`config.mk`:
```
export PLATFORM = sky130hd
export DESIGN_NAME = surf_i2c_arbiter
export DESIGN_NICKNAME = d
export VERILOG_FILES = /design/src/rtl/surf_i2c_arbiter.sv
export SDC_FILE = /design/constraint.sdc
export NUM_CORES = 1
export LEC_CHECK = 0
export BUFFER_PORTS_ARGS = -buffer_cell sky130_fd_sc_hd__buf_4
export CORE_MARGIN = 1
export CORE_UTILIZATION = 45
export DETAILED_ROUTE_END_ITERATION = 10
export PLACE_DENSITY = 0.74
export SYNTH_ARGS = -nofsm -noshare
export SYNTH_HDL_FRONTEND = slang
export SYNTH_SLANG_ARGS = --single-unit
```
`constraint.sdc`:
```
create_clock -name wbc_clk_i -period 3 [get_ports wbc_clk_i]
set_input_delay 0.6 -clock wbc_clk_i [delete_from_list [all_inputs] [get_ports wbc_clk_i]]
set_output_delay 0.6 -clock wbc_clk_i [all_outputs]
set_load 0.1 [all_outputs]
```
`src/rtl/surf_i2c_arbiter.sv`:
```
// surf_i2c_arbiter
// Round-robin WISHBONE arbiter that lets NUM_MASTERS requesters share the
// single 8-bit I2C core port on the SURF RF-power board. A granted master
// may keep the bus across several transfers with m_lock_i. Each transfer
// phase and each lock-hold phase is limited to TIMEOUT_CYCLES cycles. All
// outputs are registered.
//
// Ports
//   wbc_clk_i, wbc_rst_i : clock, asynchronous active-high reset
//   m_cyc_i/m_stb_i/m_we_i/m_lock_i : per-master WISHBONE control, one bit per master
//   m_adr_i/m_dat_i      : packed per-master address / write data (master k at k*W +: W)
//   m_dat_o              : shared read data, valid with m_ack_o
//   m_ack_o/m_err_o      : one-cycle acknowledge / timeout pulses to the owner
//   gnt_o                : one-hot current owner, 0 when idle
//   i2c_cyc_o/i2c_stb_o/i2c_we_o/i2c_adr_o/i2c_dat_o : slave-side request
//   i2c_dat_i/i2c_ack_i  : slave-side response
module surf_i2c_arbiter #(
  parameter int NUM_MASTERS    = 2,
  parameter int ADR_WIDTH      = 7,
  parameter int DAT_WIDTH      = 8,
  parameter int TIMEOUT_CYCLES = 1024
) (
  input  logic                           wbc_clk_i,
  input  logic                           wbc_rst_i,
  input  logic [NUM_MASTERS-1:0]         m_cyc_i,
  input  logic [NUM_MASTERS-1:0]         m_stb_i,
  input  logic [NUM_MASTERS-1:0]         m_we_i,
  input  logic [NUM_MASTERS-1:0]         m_lock_i,
  input  logic [NUM_MASTERS*ADR_WIDTH-1:0] m_adr_i,
  input  logic [NUM_MASTERS*DAT_WIDTH-1:0] m_dat_i,
  output logic [DAT_WIDTH-1:0]           m_dat_o,
  output logic [NUM_MASTERS-1:0]         m_ack_o,
  output logic [NUM_MASTERS-1:0]         m_err_o,
  output logic [NUM_MASTERS-1:0]         gnt_o,
  output logic                           i2c_cyc_o,
  output logic                           i2c_stb_o,
  output logic                           i2c_we_o,
  output logic [ADR_WIDTH-1:0]           i2c_adr_o,
  output logic [DAT_WIDTH-1:0]           i2c_dat_o,
  input  logic [DAT_WIDTH-1:0]           i2c_dat_i,
  input  logic                           i2c_ack_i
);

  localparam int GW = (NUM_MASTERS > 1) ? $clog2(NUM_MASTERS) : 1;
  localparam int TW = $clog2(TIMEOUT_CYCLES + 1);
  localparam logic [TW-1:0] TIMER_LAST = TW'(TIMEOUT_CYCLES - 1);
  localparam logic [TW-1:0] TIMER_MAX  = {TW{1'b1}};
  localparam logic [GW-1:0] LAST_RESET = GW'(NUM_MASTERS - 1);

  typedef enum logic [1:0] {IDLE, XFER, ACK, HOLD} state_t;

  state_t                 state_q, state_d;
  logic [GW-1:0]          lastGnt_q, lastGnt_d;
  logic [TW-1:0]          timer_q, timer_d;
  logic [NUM_MASTERS-1:0] gnt_q, gnt_d;
  logic [NUM_MASTERS-1:0] ack_q, ack_d;
  logic [NUM_MASTERS-1:0] err_q, err_d;
  logic [DAT_WIDTH-1:0]   rdat_q, rdat_d;
  logic [DAT_WIDTH-1:0]   wdat_q, wdat_d;
  logic [ADR_WIDTH-1:0]   adr_q, adr_d;
  logic                   cyc_q, cyc_d;
  logic                   stb_q, stb_d;
  logic                   we_q, we_d;

  // Unpack the per-master buses so the request mux is a plain array index.
  logic [ADR_WIDTH-1:0] adrArr [NUM_MASTERS];
  logic [DAT_WIDTH-1:0] datArr [NUM_MASTERS];

  for (genvar k = 0; k < NUM_MASTERS; k++) begin : g_unpack
    assign adrArr[k] = m_adr_i[k*ADR_WIDTH +: ADR_WIDTH];
    assign datArr[k] = m_dat_i[k*DAT_WIDTH +: DAT_WIDTH];
  end

  // Round-robin search: start one past the last owner and take the first
  // master with both cyc and stb, wrapping modulo NUM_MASTERS.
  logic          found;
  logic [GW-1:0] winIdx;
  logic [GW-1:0] candIdx;

  always_comb begin
    found   = 1'b0;
    winIdx  = lastGnt_q;
    candIdx = lastGnt_q;
    for (int i = 1; i <= NUM_MASTERS; i++) begin
      candIdx = GW'((int'(lastGnt_q) + i) % NUM_MASTERS);
      if (!found && m_cyc_i[candIdx] && m_stb_i[candIdx]) begin
        found  = 1'b1;
        winIdx = candIdx;
      end
    end
  end

  // lastGnt_q doubles as the owner index while a grant is active.
  logic          ownCyc, ownStb, ownLock, timerLast;
  logic [TW-1:0] timerInc;

  assign ownCyc    = m_cyc_i[lastGnt_q];
  assign ownStb    = m_stb_i[lastGnt_q];
  assign ownLock   = m_lock_i[lastGnt_q];
  assign timerLast = (timer_q == TIMER_LAST);
  assign timerInc  = (timer_q == TIMER_MAX) ? timer_q : timer_q + 1'b1;

  // Next-state logic. Ack/err are single-cycle pulses, so they default to 0
  // every cycle; everything else holds unless a transition changes it.
  always_comb begin
    state_d   = state_q;
    lastGnt_d = lastGnt_q;
    timer_d   = timer_q;
    gnt_d     = gnt_q;
    ack_d     = '0;
    err_d     = '0;
    rdat_d    = rdat_q;
    wdat_d    = wdat_q;
    adr_d     = adr_q;
    cyc_d     = cyc_q;
    stb_d     = stb_q;
    we_d      = we_q;

    case (state_q)
      IDLE: begin
        if (found) begin
          gnt_d         = '0;
          gnt_d[winIdx] = 1'b1;
          lastGnt_d     = winIdx;
          we_d          = m_we_i[winIdx];
          adr_d         = adrArr[winIdx];
          wdat_d        = datArr[winIdx];
          cyc_d         = 1'b1;
          stb_d         = 1'b1;
          timer_d       = '0;
          state_d       = XFER;
        end
      end

      XFER: begin
        // Ack has priority: a completed transfer is never reported as aborted.
        if (i2c_ack_i) begin
          stb_d            = 1'b0;
          ack_d[lastGnt_q] = 1'b1;
          rdat_d           = i2c_dat_i;
          state_d          = ACK;
        end else if (!ownCyc) begin
          cyc_d   = 1'b0;
          stb_d   = 1'b0;
          gnt_d   = '0;
          state_d = IDLE;
        end else if (timerLast) begin
          err_d[lastGnt_q] = 1'b1;
          cyc_d            = 1'b0;
          stb_d            = 1'b0;
          gnt_d            = '0;
          state_d          = IDLE;
        end else begin
          timer_d = timerInc;
        end
      end

      // Strobes are deliberately ignored here so a classic master has a
      // cycle to retract stb after its ack.
      ACK: begin
        if (ownLock && ownCyc) begin
          timer_d = '0;
          state_d = HOLD;
        end else begin
          cyc_d   = 1'b0;
          gnt_d   = '0;
          state_d = IDLE;
        end
      end

      // Bus kept for the locked owner; cyc stays high, nobody else is heard.
      HOLD: begin
        if (ownCyc && ownStb) begin
          we_d    = m_we_i[lastGnt_q];
          adr_d   = adrArr[lastGnt_q];
          wdat_d  = datArr[lastGnt_q];
          stb_d   = 1'b1;
          timer_d = '0;
          state_d = XFER;
        end else if (!ownLock || !ownCyc || timerLast) begin
          cyc_d   = 1'b0;
          gnt_d   = '0;
          state_d = IDLE;
        end else begin
          timer_d = timerInc;
        end
      end

      default: begin
        cyc_d   = 1'b0;
        stb_d   = 1'b0;
        gnt_d   = '0;
        state_d = IDLE;
      end
    endcase
  end

  // State and registered outputs; reset parks the pointer on the last
  // master so master 0 is searched first.
  always_ff @(posedge wbc_clk_i or posedge wbc_rst_i) begin
    if (wbc_rst_i) begin
      state_q   <= IDLE;
      lastGnt_q <= LAST_RESET;
      timer_q   <= '0;
      gnt_q     <= '0;
      ack_q     <= '0;
      err_q     <= '0;
      rdat_q    <= '0;
      wdat_q    <= '0;
      adr_q     <= '0;
      cyc_q     <= 1'b0;
      stb_q     <= 1'b0;
      we_q      <= 1'b0;
    end else begin
      state_q   <= state_d;
      lastGnt_q <= lastGnt_d;
      timer_q   <= timer_d;
      gnt_q     <= gnt_d;
      ack_q     <= ack_d;
      err_q     <= err_d;
      rdat_q    <= rdat_d;
      wdat_q    <= wdat_d;
      adr_q     <= adr_d;
      cyc_q     <= cyc_d;
      stb_q     <= stb_d;
      we_q      <= we_d;
    end
  end

  assign m_dat_o   = rdat_q;
  assign m_ack_o   = ack_q;
  assign m_err_o   = err_q;
  assign gnt_o     = gnt_q;
  assign i2c_cyc_o = cyc_q;
  assign i2c_stb_o = stb_q;
  assign i2c_we_o  = we_q;
  assign i2c_adr_o = adr_q;
  assign i2c_dat_o = wdat_q;

endmodule

```
# Word-level counts from Yosys, hierarchy flattened
# Index checks and enable logic that the tools add are counted.
[totals] inputBits=49 elab_cells=151 register_bits=46 output_inout_bits=32
[classes] eq_ne=18 order_cmp=8 n_addsub=3 muxes=86 bitwise=2 n_reduce_logical=22
[op_table] op="2-to-1 mux 11 bit" n=8
[op_table] op="2-to-1 mux 8 bit" n=8
[op_table] op="2-to-1 mux 7 bit" n=8
[op_table] op="case mux 11 bit (4 select lines)" n=1
[op_table] op="2-to-1 mux 1 bit" n=35
[op_table] op="2-to-1 mux 2 bit" n=17
[op_table] op="!= test 2 bit, second input constant" n=9
[op_table] op="case mux 2 bit (4 select lines)" n=2
[op_table] op="case mux 8 bit (2 select lines)" n=1
[op_table] op="case mux 7 bit (2 select lines)" n=1
[op_table] op="AND reduction 6 bit" n=2
[op_table] op="adder 11 x 1 -> 11 bit, second input constant" n=1
[op_table] op="== test 11 x 10 -> 1 bit, second input constant" n=1
[op_table] op="== test 11 bit, second input constant" n=1
[op_table] op="!= test 3 bit, second input constant" n=3
[op_table] op="less-than comparator 1 x 2 -> 1 bit, second input constant" n=4
[op_table] op="logical AND 1 bit" n=7
[op_table] op="AND reduction 3 bit" n=2
[op_table] op="== test 2 bit, second input constant" n=2
[op_table] op="greater-or-equal comparator 2 bit, second input constant" n=2
[op_table] op="!= test 4 bit, second input constant" n=1
[op_table] op="inverter 1 -> 2 bit" n=2
[op_table] op="case mux 1 bit (4 select lines)" n=1
[op_table] op="AND reduction 2 bit" n=2
[op_table] op="other kinds (12)" n=18

# Logic depth before layout (Yosys ltp)
# Gate-level depths: netlist (run 1).
[depth] depth_word=15 ltp_mapped=7 mapped_depth_nobuf=6

# Worst setup path after synthesis (run 1)
# OpenSTA, ideal clock, no wires.
[synth_path] path_type="input-to-reg" startpoint="in m_cyc_i[1]" endpoint="reg timer_q[7]" arrival_ns=1.841 required_ns=2.938 setup_ns=0.062 slack_ns=1.097 path_stages=7 n_path_buf=2 cell_sequence="buf_2 > a22oi_1 > nor3_2 > a21oi_1 > clkbuf_1 > o21bai_1 > a21o_2"
[synth_via] elab_chain_cells=10 word_cells_on_any_way=24 cone_classes="4 x eq/ne; 10 x mux; 10 x reduce/logical"
[synth_rtl] element="start, declared" line="25" source="input logic [NUM_MASTERS-1:0] m_cyc_i,"
[synth_rtl] element="2-to-1 mux 1 bit (not written as such) (2 in series)" line="86" source="if (!found && m_cyc_i[candIdx] && m_stb_i[candIdx]) begin"
[synth_rtl] element="logical AND 1 bit" line="86"
[synth_rtl] element="2-to-1 mux 1 bit" line="86"
[synth_rtl] element="zero test 1 bit" line="86"
[synth_rtl] element="logical AND 1 bit (2 in series)" line="86"
[synth_rtl] element="2-to-1 mux 1 bit" line="86"
[synth_rtl] element="!= test 2 bit (no line)"
[synth_rtl] element="AND reduction 6 bit (no line)"
[synth_rtl] element="end signal, assigned" line="217" source="timer_q <= timer_d;"
[synth_rtl] element="end, declared" line="54" source="logic [TW-1:0] timer_q, timer_d;"
# Several ways; a longest one is shown, not always the timed one. The select of a mux whose other input is x is not followed.
# A chain may end at the register's enable or synchronous reset.

# Worst setup path in the final report (run 1)
[layout_path] startpoint="reg lastGnt_q" endpoint="reg adr_q[3], in the netlist i2c_adr_o[3]"
[layout_via] elab_chain_cells=15 word_cells_on_any_way=37 cone_classes="2 x add/sub; 2 x eq/ne; 25 x mux; 2 x bitwise; 6 x reduce/logical"
[layout_rtl] element="start, declared" line="53" source="logic [GW-1:0] lastGnt_q, lastGnt_d;"
[layout_rtl] element="start signal, assigned" line="216" source="lastGnt_q <= lastGnt_d;"
[layout_rtl] element="adder 1 bit" line="85" source="candIdx = GW'((int'(lastGnt_q) + i) % NUM_MASTERS);"
[layout_rtl] element="2-to-1 mux 1 bit (not written as such) (2 in series)" line="86"
[layout_rtl] element="logical AND 1 bit" line="86"
[layout_rtl] element="2-to-1 mux 1 bit" line="86"
[layout_rtl] element="zero test 1 bit" line="86"
[layout_rtl] element="logical AND 1 bit (2 in series)" line="86"
[layout_rtl] element="2-to-1 mux 1 bit" line="86"
[layout_rtl] element="inverter 1 -> 2 bit (not written as such)" line="126" source="adr_d = adrArr[winIdx];"
[layout_rtl] element="2-to-1 mux 7 bit (not written as such) (3 in series)" line="126"
[layout_rtl] element="2-to-1 mux 7 bit" line="121" source="if (found) begin"
[layout_rtl] element="case mux 7 bit (2 select lines)" line="119" source="case (state_q)"
[layout_rtl] element="end signal, assigned" line="223" source="adr_q <= adr_d;"
[layout_rtl] element="end, declared" line="60" source="logic [ADR_WIDTH-1:0] adr_q, adr_d;"
# Several ways; a longest one is shown, not always the timed one. The select of a mux whose other input is x is not followed.

==> out/summary.txt, run 1 <==
skew final: 0.006243 ns
post-CTS sizing: 0
Final ANT Viol Nets: 0
layout cell share with drive strength beyond 1: 0.3229
hold buffer count at CTS: 0
first-pass GRT wire length: 9149 um
initial antenna violation count: 0
nature of the critical path endpoint: flip-flop
sequential share of the synthesized area: 0.4912
Top delay family on crit path: compound AO/OA/AOI/OAI gates
Setup crit end: i2c_adr_o[3]$_DFFE_PP0P_
slowest CP cell: o21bai_2
Yosys warning total: 0
clock buffer depth: 2
min Tclk post-route: 2.192 ns
Nets: 368
WP buf/inv: 0
cells taking the most area after synthesis: dfrtp_1 48%, nand2_1 7.8%, mux2i_1 7.3%, o21ai_0 4.9%, nand3_1 2.1%
Worst R2R Setup Slack: 0.81 ns
grt ovf: 0
post-CTS setup repair buffer count: 0
root buffer cell: clkbuf_8
CTS sink count: 46
total CTS buffers: 5
post-synth cell types: 53
Hold Fails Final Rpt: 0
Required @ worst endpoint: 3.13 ns
syn nets: 293
non-filler instance count after layout: 386
Setup TNS Final: 0 ns
final HPWL from detailed placement: 3999 um
Final Slew Violations: 0
Core ar.: 4880 um2
final wirelength: 5480 um
register bit count reported by yosys: 46
max incr delay on CP: 0.77 ns
Critical Path Stages: 4
Async S/R FF share, synth: 1.000
Die ar.: 5506 um2
Clock transition at path regs: 0.09 ns
clock latency on the worst-skew pair: 0.29 ns
Port Buf Inserts: 80
r2r endpoint: i2c_adr_o[3]$_DFFE_PP0P_
# IOs: 81
RSZ-0062 raised after global routing: no
worst hold path class: flip-flop to flip-flop
WS Path Type: flip-flop to flip-flop
Avg Vias per Cell: 5.306
status: finished clean
Core Util, Final: 0.6346
GP Congestion: 0.8778
crit path from: lastGnt_q$_DFFE_PP1P_
row count: 25
Synth Instances: 243
drt drc: 0
Detailed Route Iter0 Violations: 127
layout overhead on the synthesized area: 32.00%
Final Cycle Share: 0.7305
worst r2r src: lastGnt_q$_DFFE_PP1P_
Max Freq: 0.4563 GHz
crit-path cells: nand3b_1 > a21oi_1 > o21bai_2 > o21ai_0
commonest cells in the synthesized netlist: 49 x nand2_1, 45 x dfrtp_1, 23 x o21ai_0
Initial Util: 0.4808
post-synth top area share: 0.4800
WL per Instance: 14.20 um
Yosys top cell by area: dfrtp_1
Avg Inst Size Synth: 9.654 um2
final setup fails: 0
DRT Pass-1 Iters: 4
crit start category: flip-flop
Placed Cells: 378
routed vias: 2,048
most common cell in the netlist: nand2_1
# H-tree levels: 2
Die Height: 74.21 um
Critical Path AT: 2.32 ns
number of global-route vias before repair: 1,940
Die W: 74.21 um
largest net degree at the start of global routing: 47
GRT Util Overall: 0.2209
Post-synth top flop: dfrtp_1
synthesized area: 2346 um2
r2r worst-path depth: 4
max_slew headroom: 0.3349
Post-synth EDFFs: 0
CTS tree: built
Max Cap Viol: 0
Max Fanout on Critical Path: 32
Slew @ Worst Pin: 0.9970 ns
Diodes inserted: 0
## stage by stage
stage / cell area, um2 / hold slack [ns] / setup slack (ns)
6_report: 3097 / 0.4844 / 0.8085
4_1_cts: 3097 / 0.4754 / 0.7674
3_5_place_dp: 2987 / 0.4645 / 0.7720
2_1_floorplan: 2346 / 0.4584 / 1.097
5_1_grt: 3097 / 0.4781 / 0.5555
3_3_place_gp: 2987 / 0.4602 / 0.8906
## final cells by class
type	instances	area [um2]
Clock buffer	6	72.57
Clock inverter	2	37.54
Fill cell	452	1783
Inverter	3	11.26
Multi-Input combinational cell	180	1124
Sequential cell	46	1152
Tap cell	67	83.83
Timing Repair Buffer	82	615.6
## placed cells by master (no fill, tap or decap), drive strengths merged, types with 4 or more instances in the layout
| cell | count |
|---|---|
| nand3 | 11 |
| a31oi | 6 |
| o31ai | 4 |
| buf | 82 |
| dfrtp | 45 |
| nand2 | 50 |
| clkbuf | 6 |
| mux2i | 17 |
| nor2 | 8 |
| a21o | 4 |
| o21ai | 23 |
| a21oi | 7 |
| and3 | 6 |
## sequential cells by signal, summed over array words and instances (netlist names)
register / cells
i2c_adr_o: 7
i2c_cyc_o: 1
timer_q: 11
state_q: 2
m_dat_o: 8
i2c_dat_o: 8
m_err_o: 2
m_ack_o: 2
i2c_stb_o: 1
i2c_we_o: 1
gnt_o: 2
lastGnt_q: 1
## routing by layer
| layer | part of all wire | routed length (um) | up-vias | global-route usage |
|---|---|---|---|---|
| li1 | - | - | 1025 | - |
| met1 | 0.44 | 2411 | 942 | 0.2882 |
| met4 | 0.0073 | 40 | 0 | 0.06838 |
| met2 | 0.48 | 2610 | 77 | 0.3465 |
| met3 | 0.076 | 418 | 4 | 0.07724 |
| met5 | 0 | 0 | - | 0 |
## worst min-delay path: stages (launching register included)
cell and delay [ns]:
dfrtp_1 0.35, nand2_1 0.05, nand2_1 0.05
## cell families after synthesis
logic type / synth area share
buf+inv: 0.03147
flops: 0.4912
fa+ha+maj: 0.005332
mux: 0.07733
compound gates: 0.1856
simple gates: 0.2091
## how the worst min path moves through the flow
stage	startpoint	endpoint	slack [ns]	depth (start not counted)
2_1_floorplan	timer_q[10]$_DFFE_PP0P_	timer_q[10]$_DFFE_PP0P_	0.46	1
3_3_place_gp	m_dat_o[2]$_DFFE_PP0P_	m_dat_o[2]$_DFFE_PP0P_	0.46	2
3_5_place_dp	m_dat_o[5]$_DFFE_PP0P_	m_dat_o[5]$_DFFE_PP0P_	0.46	2
4_1_cts	i2c_dat_i[5]	m_dat_o[5]$_DFFE_PP0P_	0.48	3
5_1_grt	i2c_dat_i[5]	m_dat_o[5]$_DFFE_PP0P_	0.48	3
6_report	m_dat_o[5]$_DFFE_PP0P_	m_dat_o[5]$_DFFE_PP0P_	0.48	2
Power of run 1 is left out: the tool's default activity adds up to more than one toggle a clock period on the data nets, which glitch-free logic cannot reach.
==> run 2: changes to the inputs <==
ABC_AREA = 1   (was not set)
PLACE_DENSITY = 0.75   (was 0.74)
clock period = 1.81 ns   (was 3 ns; I/O delays follow)
==> run 2 against run 1 <==
Compared with the run above: non-clock buffer count up 14; worst hold slack got worse by 0.40 ns; routed wire length is 36% higher; final area is 20% higher; die area grew 18%; via count up 45%; register-to-register slack lost 0.77 ns; clock skew is 0.0020 ns higher; core utilization shrank 1.1 points; fmax grew 24%; count of clock-buffer cells in the layout unchanged.
==> out/summary.txt, run 2 <==
routed vias: 2,970 (+45%)
Critical Path AT: 1.96 ns (-0.36 ns)
nature of the critical path endpoint: flip-flop
Max Freq: 0.5644 GHz (+24%)
Final WS setup: 0.03810 ns (-0.7704 ns)
first-pass GRT wire length: 11,960 um (+31%)
r2r worst-path depth: 8 (+4)
Yosys top cell by area: dfrtp_1
Hold Fails Final Rpt: 0 (unchanged)
synthesized area: 2784 um2 (+19%)
max_slew headroom: 0.7443 (+0.4094)
Slew @ Worst Pin: 0.3836 ns (-0.6135 ns)
initial antenna violation count: 0 (unchanged)
peak supply drop: 1.410 mV
# IOs: 81 (unchanged)
largest register by flop count: timer_q
Die Height: 80.66 um (+8.7%)
CTS sink count: 46 (unchanged)
clock buffer depth: 2 (unchanged)
worst r2r src: lastGnt_q$_DFFE_PP1P_
cells taking the most area after synthesis: dfrtp_1 40%, nand2_1 20%, o21ai_0 6.8%, nor2_1 5.8%, nand3_1 3.2%
non-filler instance count after layout: 557 (+44%)
Nets: 531 (+44%)
worst hold path class: input pin to asynchronous set/reset pin
Diodes inserted: 0 (unchanged)
r2r endpoint: i2c_we_o$_DFFE_PP0P_
commonest cells in the synthesized netlist: 145 x nand2_1, 45 x dfrtp_1, 43 x nor2_1
Die W: 80.66 um (+8.7%)
Detailed Route Iter0 Violations: 173 (+36%)
Final ANT Viol Nets: 0 (unchanged)
Yosys warning total: 0 (unchanged)
drt drc: 0 (unchanged)
skew final: 0.008214 ns (+0.001971 ns)
root buffer cell: clkbuf_8
pwr dens: 2066 nW/um2
Max Cap Viol: 0 (unchanged)
WS Path Type: flip-flop to flip-flop
Clock transition at path regs: 0.09 ns (about the same)
sequential share of the synthesized area: 0.4139 (-0.07727)
Post-synth top flop: dfrtp_1
commonest non-fill, non-tap cell in the layout: nand2_1
grt ovf: 0 (unchanged)
commonest non-fill, non-tap cells in the layout: 143 x nand2_1, 93 x buf_4, 45 x dfrtp_1
DRT Pass-1 Iters: 5 (+1)
hold buffer count at CTS: 0 (unchanged)
Final Slew Violations: 0 (unchanged)
row count: 28 (+12%)
post-synth cell types: 33 (-38%)
Required @ worst endpoint: 2.00 ns (-1.13 ns)
clock latency on the worst-skew pair: 0.30 ns (about the same)
final wirelength: 7432 um (+36%)
post-synth top area share: 0.4045 (-0.07551)
most common cell in the netlist: nand2_1
Async S/R FF share, synth: 1.000 (unchanged)
max reg flops: 11 (unchanged)
Placed Area: 3507 um2 (+17%)
syn nets: 440 (+50%)
GP Congestion: 0.8744 (-0.39%)
Final Cycle Share: 0.9789 (+0.2484)
design area: 3715 um2 (+20%)
register bit count reported by yosys: 46 (unchanged)
Synth Instances: 390 (+60%)
final setup fails: 0 (unchanged)
Core ar.: 5956 um2 (+22%)
# H-tree levels: 2 (unchanged)
Worst R2R Setup Slack: 0.04 ns (-0.77 ns)
Initial Util: 0.4674 (-0.01333)
min Tclk post-route: 1.772 ns (-0.4196 ns)
final HPWL from detailed placement: 5348 um (+34%)
GRT Util Overall: 0.2401 (+0.01914)
Placement Setup Slack: 0.07104 ns (-0.7009 ns)
WL per Instance: 13.34 um (-6.0%)
Avg Vias per Cell: 5.332 (+0.50%)
Post-synth EDFFs: 0 (unchanged)
CTS tree: built
RSZ-0062 raised after global routing: yes
status: finished clean
Placed Cells: 542 (+43%)
Port Buf Inserts: 80 (unchanged)
layout overhead on the synthesized area: 33.44%
Max Fanout on Critical Path: 18 (-44%)
Die ar.: 6505 um2 (+18%)
largest net degree at the start of global routing: 47 (unchanged)
Avg Inst Size Synth: 7.138 um2 (-26%)
Leak: 1.991 nW
total CTS buffers: 5 (unchanged)
number of global-route vias before repair: 2,708 (+40%)
crit start category: flip-flop
layout cell share with drive strength beyond 1: 0.3050 (-0.01790)
-- run 2: changes by cell type after synthesis, moves of 7 or more --
cell     change
nand2_2      +8
o21ai_0     +15
inv_1       +15
o22ai_1     +10
nand3_1      +8
nand2_1     +96
nor2_1      +35
mux2i_1     -17
inv_2        +7
-- run 2: final cells by class --
class	instances	area [um2]
Fill cell	549	2241
Clock inverter	2	16.27
Clock buffer	6	82.58
Timing Repair inverter	1	5.005
Multi-Input combinational cell	305	1500
Tap cell	75	93.84
Inverter	26	106.4
Sequential cell	46	1152
Timing Repair Buffer	96	758.2
-- run 2: cell families after synthesis --
kind of cell | share of synthesized area
AOI/OAI and AO/OA | 0.1393
xor gates and xnor gates | 0.01259
adders and majority gates | 0.004494
buffers and inverters | 0.06427
DFF | 0.4139
and+or+nand+nor | 0.3654
-- run 2: critical path, cell delays in order (launching register included) --
cell	delay [ns]
dfstp_2	0.59
inv_2	0.09
nand2_1	0.09
nand2_2	0.09
buf_4	0.21
o21ai_0	0.16
nor2_1	0.07
o21ai_0	0.27
nand2_1	0.08
-- run 2: through the flow --
| step | power [mW] | utilization | hold WS [ns] | setup TNS (ns) |
|---|---|---|---|---|
| floorplan | 5.574 | - | 0.4341 | 0 |
| CTS | 7.411 | 0.6055 | 0.09172 | 0 |
| finish | 7.673 | 0.6237 | 0.08541 | 0 |
| global placement | 6.648 | 0.5889 | 0.4238 | 0 |
| global route | 8.129 | 0.6237 | 0.1073 | -0.4714 |
| detailed placement | 6.730 | 0.5889 | 0.4261 | 0 |
-- run 2: repair_timing --
item | CTS | global route
setup buffers | 0 | 5
setup endpoints to repair | 0 | 28
gates resized for setup | 0 | 11
-- run 2: routing by layer --
layer | up-vias | GRT usage | routed length (um)
met4 | 0 | 0.09286 | 225
met5 | - | 0 | 0
met3 | 25 | 0.03750 | 372
met2 | 108 | 0.3932 | 3608
met1 | 1396 | 0.3160 | 3225
li1 | 1441 | - | -
-- run 2: power breakdown --
group	total (mW)	leakage, nW	switching [mW]	internal [mW]
clock network	0.677	0.0478	0.362	0.315
logic	5.36	1.35	3.99	1.37
registers	1.64	0.591	0.239	1.40
-- run 2: worst max-delay path by stage --
stage                               start                        to  slack, ns
floorplan           lastGnt_q$_DFFE_PP1P_  i2c_adr_o[0]$_DFFE_PP0P_       0.22
detailed placement  lastGnt_q$_DFFE_PP1P_  i2c_dat_o[3]$_DFFE_PP0P_       0.07
global placement    lastGnt_q$_DFFE_PP1P_  i2c_dat_o[2]$_DFFE_PP0P_       0.11
CTS                 lastGnt_q$_DFFE_PP1P_  i2c_dat_o[3]$_DFFE_PP0P_       0.04
finish              lastGnt_q$_DFFE_PP1P_      i2c_we_o$_DFFE_PP0P_       0.04
global route        lastGnt_q$_DFFE_PP1P_      i2c_we_o$_DFFE_PP0P_      -0.05
Note: power is estimated with default switching activity, not from simulation.
